[config.mk]
export PLATFORM = sky130hd
export DESIGN_NAME = wb4_to_pi1
export DESIGN_NICKNAME = d
export VERILOG_FILES = /design/src/rtl/wb4_to_pi1.sv
export SDC_FILE = /design/constraint.sdc
export NUM_CORES = 1
export LEC_CHECK = 0
export ABC_AREA = 1
export BUFFER_PORTS_ARGS = -buffer_cell sky130_fd_sc_hd__buf_2
export CAP_MARGIN = 20
export CORE_MARGIN = 2
export CORE_UTILIZATION = 60
export CTS_CLUSTER_SIZE = 40
export DETAILED_ROUTE_END_ITERATION = 10
export PLACE_DENSITY = 0.84
export SYNTH_ARGS = -nofsm -noshare
export SYNTH_HDL_FRONTEND = slang
export SYNTH_SLANG_ARGS = --single-unit
[constraint.sdc]
create_clock -name clk_i -period 8.75 [get_ports clk_i]
set_input_delay 1.75 -clock clk_i [delete_from_list [all_inputs] [get_ports clk_i]]
set_output_delay 1.75 -clock clk_i [all_outputs]
set_load 0.01 [all_outputs]
[src/rtl/wb4_to_pi1.sv]
// Wishbone B4 pipelined slave that masters a PI1 bus: requests are queued in a small FIFO,
// issued one at a time on PI1, and acknowledged in order back to the Wishbone initiator.
//
// state   | meaning
// IDLE    | no PI1 transfer in flight; leaves as soon as a request is queued or being pushed
// REQ     | head request driven on PI1, waiting for rdy to accept it (head popped on accept)
// RESP    | PI1 op is NOOP, waiting for the completion cycle (rdy) to capture read data
module wb4_to_pi1 #(
  parameter int ARCHBITSZ = 32,
  parameter int FIFODEPTH = 4
) (
  input  logic                                      clk_i,
  input  logic                                      rst_i,
  input  logic                                      wb4_cyc_i,
  input  logic                                      wb4_stb_i,
  input  logic                                      wb4_we_i,
  input  logic [ARCHBITSZ-1:0]                      wb4_addr_i,
  input  logic [ARCHBITSZ-1:0]                      wb4_data_i,
  input  logic [ARCHBITSZ/8-1:0]                    wb4_sel_i,
  output logic                                      wb4_stall_o,
  output logic                                      wb4_ack_o,
  output logic [ARCHBITSZ-1:0]                      wb4_data_o,
  output logic [1:0]                                pi1_op_o,
  output logic [ARCHBITSZ-$clog2(ARCHBITSZ/8)-1:0]  pi1_addr_o,
  output logic [ARCHBITSZ-1:0]                      pi1_data_o,
  input  logic [ARCHBITSZ-1:0]                      pi1_data_i,
  output logic [ARCHBITSZ/8-1:0]                    pi1_sel_o,
  input  logic                                      pi1_rdy_i
);

  localparam int LSB = $clog2(ARCHBITSZ/8);
  localparam int AW  = ARCHBITSZ - LSB;
  localparam int SW  = ARCHBITSZ/8;
  localparam int PW  = $clog2(FIFODEPTH);

  localparam logic [PW:0] PTR_ONE = 1;
  localparam logic [1:0]  OP_NOOP = 2'd0;
  localparam logic [1:0]  OP_WR   = 2'd1;
  localparam logic [1:0]  OP_RD   = 2'd2;

  typedef enum logic [1:0] {
    ST_IDLE,
    ST_REQ,
    ST_RESP
  } state_t;

  state_t state, state_next;

  logic                 fifo_we   [FIFODEPTH];
  logic [AW-1:0]        fifo_addr [FIFODEPTH];
  logic [ARCHBITSZ-1:0] fifo_data [FIFODEPTH];
  logic [SW-1:0]        fifo_sel  [FIFODEPTH];

  logic [PW:0]          wr_ptr, rd_ptr;
  logic [PW-1:0]        wr_idx, rd_idx;
  logic                 fifo_empty, fifo_full;
  logic                 push, pop, completion;
  logic                 abandon;
  logic                 cur_we;
  logic                 ack_q;
  logic [ARCHBITSZ-1:0] ack_data_q;
  logic [AW-1:0]        word_addr;

  logic                 head_we;
  logic [AW-1:0]        head_addr;
  logic [ARCHBITSZ-1:0] head_data;
  logic [SW-1:0]        head_sel;

  assign wr_idx     = wr_ptr[PW-1:0];
  assign rd_idx     = rd_ptr[PW-1:0];
  assign fifo_empty = (wr_ptr == rd_ptr);
  assign fifo_full  = (wr_ptr[PW] != rd_ptr[PW]) && (wr_idx == rd_idx);

  // Stall uses only registered state, so a pop in the same cycle never frees a slot early.
  assign wb4_stall_o = fifo_full | rst_i | abandon;
  assign push        = wb4_cyc_i & wb4_stb_i & ~wb4_stall_o;
  assign pop         = (state == ST_REQ) & pi1_rdy_i;
  assign completion  = (state == ST_RESP) & pi1_rdy_i;
  assign word_addr   = AW'(wb4_addr_i >> LSB);

  assign head_we   = fifo_we[rd_idx];
  assign head_addr = fifo_addr[rd_idx];
  assign head_data = fifo_data[rd_idx];
  assign head_sel  = fifo_sel[rd_idx];

  always_ff @(posedge clk_i) begin
    if (push) begin
      fifo_we[wr_idx]   <= wb4_we_i;
      fifo_addr[wr_idx] <= word_addr;
      fifo_data[wr_idx] <= wb4_data_i;
      fifo_sel[wr_idx]  <= wb4_sel_i;
    end
  end

  always_ff @(posedge clk_i) begin
    if (rst_i) begin
      wr_ptr <= '0;
      rd_ptr <= '0;
    end else begin
      if (push) wr_ptr <= wr_ptr + PTR_ONE;
      if (pop)  rd_ptr <= rd_ptr + PTR_ONE;
    end
  end

  always_ff @(posedge clk_i) begin
    if (rst_i) state <= ST_IDLE;
    else       state <= state_next;
  end

  always_comb begin
    state_next = state;
    case (state)
      ST_IDLE: if (!fifo_empty || push) state_next = ST_REQ;
      ST_REQ:  if (pi1_rdy_i)           state_next = ST_RESP;
      ST_RESP: if (pi1_rdy_i)           state_next = ST_IDLE;
      default:                          state_next = ST_IDLE;
    endcase
  end

  // Abandon lasts until every queued and in-flight PI1 op has drained; their acks are dropped.
  always_ff @(posedge clk_i) begin
    if (rst_i) begin
      abandon <= 1'b0;
    end else if (abandon) begin
      abandon <= !(fifo_empty && state == ST_IDLE);
    end else begin
      abandon <= !wb4_cyc_i && (!fifo_empty || state != ST_IDLE);
    end
  end

  always_ff @(posedge clk_i) begin
    if (rst_i) begin
      cur_we     <= 1'b0;
      ack_q      <= 1'b0;
      ack_data_q <= '0;
    end else begin
      if (pop) cur_we <= head_we;
      ack_q      <= completion & wb4_cyc_i & ~abandon;
      ack_data_q <= (completion && wb4_cyc_i && !abandon && !cur_we) ? pi1_data_i : '0;
    end
  end

  assign wb4_ack_o  = ack_q & ~rst_i;
  assign wb4_data_o = rst_i ? '0 : ack_data_q;

  always_comb begin
    pi1_op_o   = OP_NOOP;
    pi1_addr_o = '0;
    pi1_data_o = '0;
    pi1_sel_o  = '0;
    if (state == ST_REQ && !rst_i) begin
      pi1_op_o   = head_we ? OP_WR : OP_RD;
      pi1_addr_o = head_addr;
      pi1_data_o = head_data;
      pi1_sel_o  = head_sel;
    end
  end

endmodule

==> out/qor.yml, run 1 <==
synth-seq-cells: 313
reg2regPathDepth: 7
postCtsHoldBufs: 0
cp_max_fo: 68
cts_buffers: 31
wirelength_um: 24900
rsz0062_at_grt: "no"
fillers: 1326
min_period_over_period_pct: 62.5
worst_path_max_delay_cell: "buf_4"
grt_pass1_wl_um: 38300
setup_viol_count_final: 0
worstReg2RegStart: "wr_ptr[1]$_SDFFE_PP0P_"
peakVddDrop_uv: 207
initial_utilization_pct: 61.0
fin_hold_ws_ns: 0.497
drc: 0
wl_per_cell_um: 16.1
synth_edf_count: 268
status: "complete, no violations"
port_buffers: 205
core_area_um2: 20200
syn_avg_cell_area_um2: 11.6
post-cts-setup-buffer-count: 0
skew_ns: 0.0111
areaGrowthSynthToFinish_pct: 17.7
path_common_cell: "buf_2"
critPathLaunchType: "input pin"
post-synth-top-area-cell: "edfxtp_1"
worst-setup-path-type: "input pin to output port"
cts_tree: "yes"
cap_violations: 0
slowest_delay_ns: 0.68
dp_hpwl_um: 13500
total_power_mw: 3.17
synth.distinct_cells: 28
drtIter0Drc: 391
cp_data_arrival_time_ns: 3.72
fp.dieH_um: 147
hold_violations: 0
drv_slew: 0
p_per_area_nw_per_um2: 219
drive_gt1_share_pct: 23.5
io_pins: 208
synth_fp_nets: 1171
dp.cells: 1485
max_freq_mhz: 183
via_count: 8059
antenna_found_initial: 4
synth.cell_area_um2: 12300
yosysWarnings: 0
cts.sinks: 313
relSlewSlack_pct: 33.5
grt_max_degree: 135
h-tree-depth: 1
synth_ff_type: "edfxtp_1"
synthTopCellsByArea: "edfxtp_1 (65%), nor2_1 (9.4%), dfxtp_1 (7.3%), o21ai_0 (4.5%), a21oi_1 (3.1%)"
cp-endpoint: "pi1_addr_o[6]"
die_w_um: 147
worstMarginPinSlew_ns: 0.997
path_clk_slew_ns: 0.06
tns_ns: 0
ant_nets: 0
grt.overflow.total: 0
grt_pass1_vias: 7879
synth.top_cell.area_share_pct: 65.4
via_per_inst: 5.22
gp_congestion: 0.753
cp-end-kind: "output port"
crit_path_start: "rst_i"
num_rows: 52
p_leak_nw: 5.63
crit_chain: "buf_2, inv_2, nand2_2, buf_4, a21oi_1, buf_2"
dieArea_um2: 21700
fin_ws_ns: 3.28
fin_cells: 1543
drt_pass1_iterations: 5
clock_latency_ns: 0.54
gr-usage-all-layers_pct: 22.5
synthArstFlopShare_pct: 0
worst-r2r-setup-slack_ns: 5.84
hp-class: "flip-flop to flip-flop"
nets: 1361
period_minus_slack_ns: 5.47
cts_root_buf: "clkbuf_16"
cts.path.max_buffers: 3
syn_inst: 1060
yosysSeqAreaShare_pct: 72.7
cts_resized: 0
worstPathRequired_ns: 7.00
place_ws_ns: 3.29
r2r-end: "fifo_data[3][7]$_DFFE_PP_"
==> flip-flops by register name, indices dropped and copies added, names as in the netlist, named ones only <==
name and flops:
fifo_data 128, ack_q 1, fifo_we 4, fifo_addr 120, fifo_sel 16, cur_we 1, rd_ptr 3, ack_data_q 32
wr_ptr 3, abandon 1, state 2
==> kinds of logic (layout without fill, tap and decap cells) <==
family                     after synthesis  in the layout  synth area share, %
and+or+nand+nor                        381            381                 12.7
DFF                                    313            313                 72.7
other                                    0              2                    0
adders and majority gates                5              5                0.508
AOI/OAI and AO/OA                      214            214                 8.73
xor gates and xnor gates                 2              2                0.142
buffers and inverters                  145            356                 5.15
==> power breakdown <==
group | total, mW | internal [mW] | switching (mW)
sequential | 1.66 | 1.64 | 0.0125
clock | 1.24 | 0.733 | 0.505
combinational | 0.273 | 0.0884 | 0.185
total | 3.17 | 2.46 | 0.703
==> cells in the final DEF, fill, tap and decap left out, drive strengths merged <==
master	n
clkbuf	36
diode	2
dfxtp	45
nor2	340
ha	5
nand3	6
buf	215
a31oi	1
clkinv	11
xor2	1
xnor2	1
nand2	31
clkinvlp	3
nand4	2
a21oi	76
bufinv	3
o211ai	1
edfxtp	268
nand3b	1
o21ai	136
inv	88
nor4	1
==> per-layer routing <==
layer	up-vias	track usage (%)	routed length, µm
met2	291	40.1	12600
met3	49	4.72	1980
met1	3749	27.4	9660
li1	3966	-	-
met5	-	0	27
met4	4	7.55	585
==> synth_stat cells (3+ instances only) <==
master / count
edfxtp_1: 268
o21ai_0: 110
buf_1: 5
buf_6: 4
a21oi_1: 76
nor2_1: 309
clkbuf_2: 3
nand2_1: 31
o21ai_1: 26
nand3_1: 5
buf_4: 6
buf_2: 25
nor2_2: 29
inv_1: 84
clkbuf_1: 15
dfxtp_1: 45
ha_1: 5
==> critical path: cells and delay by family <==
kind,cells,cell delay (ns)
buffers and inverters,4,1.63
AOI/OAI and AO/OA,1,0.15
and+or+nand+nor,1,0.12
==> how the worst min path moves through the flow <==
stage	end	slack, ns	cells after the start	startpoint
floorplan	rd_ptr[2]$_SDFFE_PP0P_	0.45	2	rd_ptr[2]$_SDFFE_PP0P_
global placement	rd_ptr[2]$_SDFFE_PP0P_	0.47	2	rd_ptr[2]$_SDFFE_PP0P_
detailed placement	rd_ptr[2]$_SDFFE_PP0P_	0.50	2	rd_ptr[2]$_SDFFE_PP0P_
CTS	rd_ptr[2]$_SDFFE_PP0P_	0.51	2	rd_ptr[2]$_SDFFE_PP0P_
global route	rd_ptr[2]$_SDFFE_PP0P_	0.53	2	rd_ptr[2]$_SDFFE_PP0P_
finish	rd_ptr[2]$_SDFFE_PP0P_	0.50	2	rd_ptr[2]$_SDFFE_PP0P_
==> area by class of cell <==
type / instances / area, µm² / share of cell area (%)
flip-flops and latches: 313 / 8950 / 61.8
multi-input cells: 602 / 2760 / 19.0
repair buffers: 215 / 1140 / 7.88
clock buffers: 36 / 795 / 5.49
well taps: 270 / 338 / 2.33
inverters: 87 / 329 / 2.27
clock inverters: 18 / 168 / 1.16
diodes: 2 / 5.00 / 0.0346
==> metrics by stage <==
step | utilization (%) | area, µm²
2_1_floorplan | - | 12300
3_3_place_gp | 66.7 | 13500
3_5_place_dp | 66.7 | 13500
4_1_cts | 71.5 | 14400
5_1_grt | 71.8 | 14500
6_report | 71.8 | 14500
Note: power is estimated with default switching activity, not from simulation.
==> inputs of run 2 (changes only) <==
==> config.mk (replaced) <==
export PLATFORM = sky130hd
export DESIGN_NAME = wb4_to_pi1
export DESIGN_NICKNAME = d
export VERILOG_FILES = /design/src/rtl/wb4_to_pi1.sv
export SDC_FILE = /design/constraint.sdc
export NUM_CORES = 1
export LEC_CHECK = 0
export ABC_AREA = 0
export BUFFER_PORTS_ARGS = -buffer_cell sky130_fd_sc_hd__buf_2
export CAP_MARGIN = 20
export CORE_MARGIN = 2
export CORE_UTILIZATION = 56
export CTS_CLUSTER_SIZE = 40
export DETAILED_ROUTE_END_ITERATION = 10
export PLACE_DENSITY = 0.8
export SYNTH_ARGS = -nofsm -noshare
export SYNTH_HDL_FRONTEND = slang
export SYNTH_SLANG_ARGS = --single-unit
==> constraint.sdc (replaced) <==
create_clock -name clk_i -period 5.62 [get_ports clk_i]
set_input_delay 1.124 -clock clk_i [delete_from_list [all_inputs] [get_ports clk_i]]
set_output_delay 1.124 -clock clk_i [all_outputs]
set_load 0.01 [all_outputs]
==> run 2 against run 1 <==
  * Sequential power increased by 63%
  * Die area increased by 4.0%
  * First-iteration DRC count is 4.9% higher
  * Global-route usage shrank 1.8 points
  * Via count is 21% lower
  * Synthesized cell count is 42% lower
  * Setup slack lost 1.9 ns
  * Non-clock buffer count is 3 lower
  * Area after synthesis fell by 2.8%
  * Power grew 62%
  * Clock power up 47%
  * Cell count fell by 27%
  * Largest cell class unchanged
  * Highest routed layer unchanged
==> out/qor.yml, run 2 <==
syn_avg_cell_area_um2: 19.4  # was 11.6 µm²
rsz0062_at_grt: "no"  # unchanged
yosysWarnings: 0  # unchanged
switchingPower_mw: 1.21  # was 0.703 mW
synth_ff_type: "edfxtp_1"  # unchanged
cp.buffers_inverters: 3  # was 4
worst_path_max_delay_cell: "nor2_4"  # was buf_4
power_frac_comb_pct: 12.0  # was 8.6%
post-synth-top-area-cell: "edfxtp_1"  # unchanged
place_ws_ns: 1.34  # was 3.29 ns
cts.path.max_buffers: 3  # unchanged
drc: 0  # unchanged
core_area_um2: 21000  # was 20200 µm²
max_freq_mhz: 235
swShare_pct: 23.5  # was 22.2%
drtIter0Drc: 410  # was 391
yosysSeqAreaShare_pct: 74.8  # was 72.7%
p_int_mw: 3.93  # was 2.46 mW
dieArea_um2: 22500  # was 21700 µm²
areaGrowthSynthToFinish_pct: 17.8  # was 17.7%
worstPathRequired_ns: 4.50  # was 7.00 ns
synth_fp_nets: 726  # was 1171
gp_congestion: 0.741  # was 0.753
worst-setup-path-type: "input pin to output port"  # unchanged
mostFrequentLayoutCell: "edfxtp_1"  # was nor2_1
critPathLaunchType: "input pin"  # unchanged
path_clk_slew_ns: 0.06  # about the same
status: "complete, no violations"  # unchanged
seqPwrFrac_pct: 52.6  # was 52.3%
largest_register_ffs: 128  # unchanged
final_cell_mix: "edfxtp_1 (268), buf_2 (205), mux4_2 (67), and3_1 (67), dfxtp_1 (42)"  # was nor2_1 (305), edfxtp_1 (268), buf_2 (205)
cts_resized: 0  # unchanged
cap_violations: 0  # unchanged
tns_ns: 0  # unchanged
hold_violations: 0  # unchanged
gr-usage-all-layers_pct: 20.7  # was 22.5%
drv_slew: 0  # unchanged
setup_viol_count_final: 0  # unchanged
p_leak_nw: 5.30  # was 5.63 nW
post-synth-top-count-cell: "edfxtp_1"  # was nor2_1
drive_gt1_share_pct: 39.2  # was 23.5%
worstMarginPinSlew_ns: 1.10  # was 0.997 ns
grt_max_degree: 68  # was 135
peakVddDrop_uv: 280  # was 207 µV
period_minus_slack_ns: 4.26
p_per_area_nw_per_um2: 365  # was 219 nW/µm²
synthTopCellsByArea: "edfxtp_1 (67%), mux4_2 (13%), dfxtp_1 (7.5%), and3_1 (3.5%), and2_1 (1.9%)"  # was edfxtp_1 (65%), nor2_1 (9.4%), dfxtp_1 (7.3%), o21ai_0 (4.5%), a21oi_1 (3.1%)
initial_utilization_pct: 56.9  # was 61.0%
cts_root_buf: "clkbuf_16"  # unchanged
grt.overflow.total: 0  # unchanged
cts_tree: "yes"  # unchanged
crit_chain: "buf_2, nor2_4, buf_4, and3_1, buf_2"  # was buf_2, inv_2, nand2_2, buf_4, a21oi_1, buf_2
fin_ws_ns: 1.36  # was 3.28 ns
slowest_delay_ns: 0.79  # was 0.68 ns
cts.sinks: 313  # unchanged
reg2regPathDepth: 3  # was 7
relSlewSlack_pct: 26.7  # was 33.5%
largest_register: "fifo_data"  # unchanged
ant_nets: 0  # unchanged
top_regs: "fifo_data x128, fifo_addr x120, ack_data_q x32"  # unchanged
grt_pass1_vias: 6784  # was 7879
place_area_um2: 13200  # was 13500 µm²
synth.distinct_cells: 37  # was 28
port_buffers: 205  # unchanged
wl_per_cell_um: 21.0  # was 16.1 µm
clock_latency_ns: 0.56  # was 0.54 ns
critPathTopFamily: "simple AND/OR/NAND/NOR gates"  # was buffers and inverters
synth.top_cell.area_share_pct: 67.3  # was 65.4%
nets: 930  # was 1361
holdPathStages: 2  # unchanged
synth.cell_area_um2: 12000  # was 12300 µm²
hp-class: "flip-flop to flip-flop"  # unchanged
h-tree-depth: 1  # unchanged
fin_cells: 1119  # was 1543
cp-end-kind: "output port"  # unchanged
postCtsHoldBufs: 0  # unchanged
post-cts-setup-buffer-count: 0  # unchanged
wirelength_um: 23500  # was 24900 µm
power_frac_clock_pct: 35.4  # was 39.1%
min_period_over_period_pct: 75.8
grt_pass1_wl_um: 35700  # was 38300 µm
total_power_mw: 5.14  # was 3.17 mW
synth_edf_count: 268  # unchanged
skew_ns: 0.0232  # was 0.0111 ns
die_w_um: 150  # was 147 µm
io_pins: 208  # unchanged
antenna_found_initial: 4  # unchanged
syn_inst: 615  # was 1060
crit_cells: 5  # was 6
drt_pass1_iterations: 5  # unchanged
fp.dieH_um: 150  # was 147 µm
cp_data_arrival_time_ns: 3.13  # was 3.72 ns
cp_max_fo: 51  # was 68
path_common_cell: "buf_2"  # unchanged
ys_top_cells_by_count: "edfxtp_1 (268), and3_1 (67), mux4_2 (67)"  # was nor2_1 (309), edfxtp_1 (268), o21ai_0 (110)
via_count: 6347  # was 8059
cts_buffers: 30  # was 31
synth-seq-cells: 313  # unchanged
num_rows: 53  # was 52
dp_hpwl_um: 13900  # was 13500 µm
synthArstFlopShare_pct: 0  # unchanged
fin_area_um2: 14100  # was 14500 µm²
dp.cells: 1062  # was 1485
via_per_inst: 5.67  # was 5.22
[run 2: cell count changes in the layout (fill, tap and decap cells not counted), sizes merged, moves of 34 or more]
cell   change
inv       -85
and2      +36
and3      +67
mux4      +67
a21oi     -74
nor2     -328
o21ai    -136
nor2b     +34
[run 2: routing by layer]
layer  vias to the layer above  GRT usage (%)  part of all wire, %
li1                       2838              -                    -
met1                      3254           25.4                   38
met2                       211           36.8                   53
met3                        42           5.09                  6.7
met4                         2           5.94                  2.1
met5                         -              0                0.055
[run 2: final timing paths]
kind | from | to | slack (ns)
worst max-delay path | rst_i | pi1_data_o[12] | 1.36
worst min-delay path | cur_we$_SDFFE_PP0P_ | cur_we$_SDFFE_PP0P_ | 0.53
worst max register to register | abandon$_SDFF_PP0_ | fifo_addr[2][26]$_DFFE_PP_ | 3.11
worst min register to register | cur_we$_SDFFE_PP0P_ | cur_we$_SDFFE_PP0P_ | 0.53
[run 2: power by group through the flow]
stage,combinational (mW),sequential (mW),clock [mW]
floorplan,0.485,2.68,0
global placement,0.560,2.77,0
detailed placement,0.621,2.76,0
CTS,0.626,2.71,1.86
global route,0.670,2.72,1.94
finish,0.618,2.70,1.82
[run 2: cell families after synthesis]
kind of cell    count (synthesis)  synth area share [%]
simple gates                  168                  8.63
compound gates                 10                 0.628
buf+inv                        43                  2.10
fa+ha+maj                       5                 0.523
xor+xnor                        6                 0.439
flops                         313                  74.8
mux                            70                  12.9
[run 2: worst min-delay path, stage by stage, from the launching register on]
cell and delay, ns:
dfxtp_1 0.35, mux2i_1 0.08, nor2_1 0.07
[run 2: area by class of cell]
class | count | area, µm²
Inverter | 3 | 11.3
Fill cell | 1416 | 6930
Tap cell | 275 | 344
Clock inverter | 19 | 123
Antenna cell | 3 | 7.51
Timing Repair Buffer | 212 | 1090
Clock buffer | 35 | 769
Multi-Input combinational cell | 259 | 2790
Sequential cell | 313 | 8960
[run 2: through the flow]
| stage | utilization (%) | hold slack [ns] |
|---|---|---|
| finish | 67.0 | 0.533 |
| global route | 67.0 | 0.591 |
| CTS | 67.0 | 0.535 |
| detailed placement | 62.8 | 0.519 |
| global placement | 62.7 | 0.510 |
| floorplan | - | 0.478 |
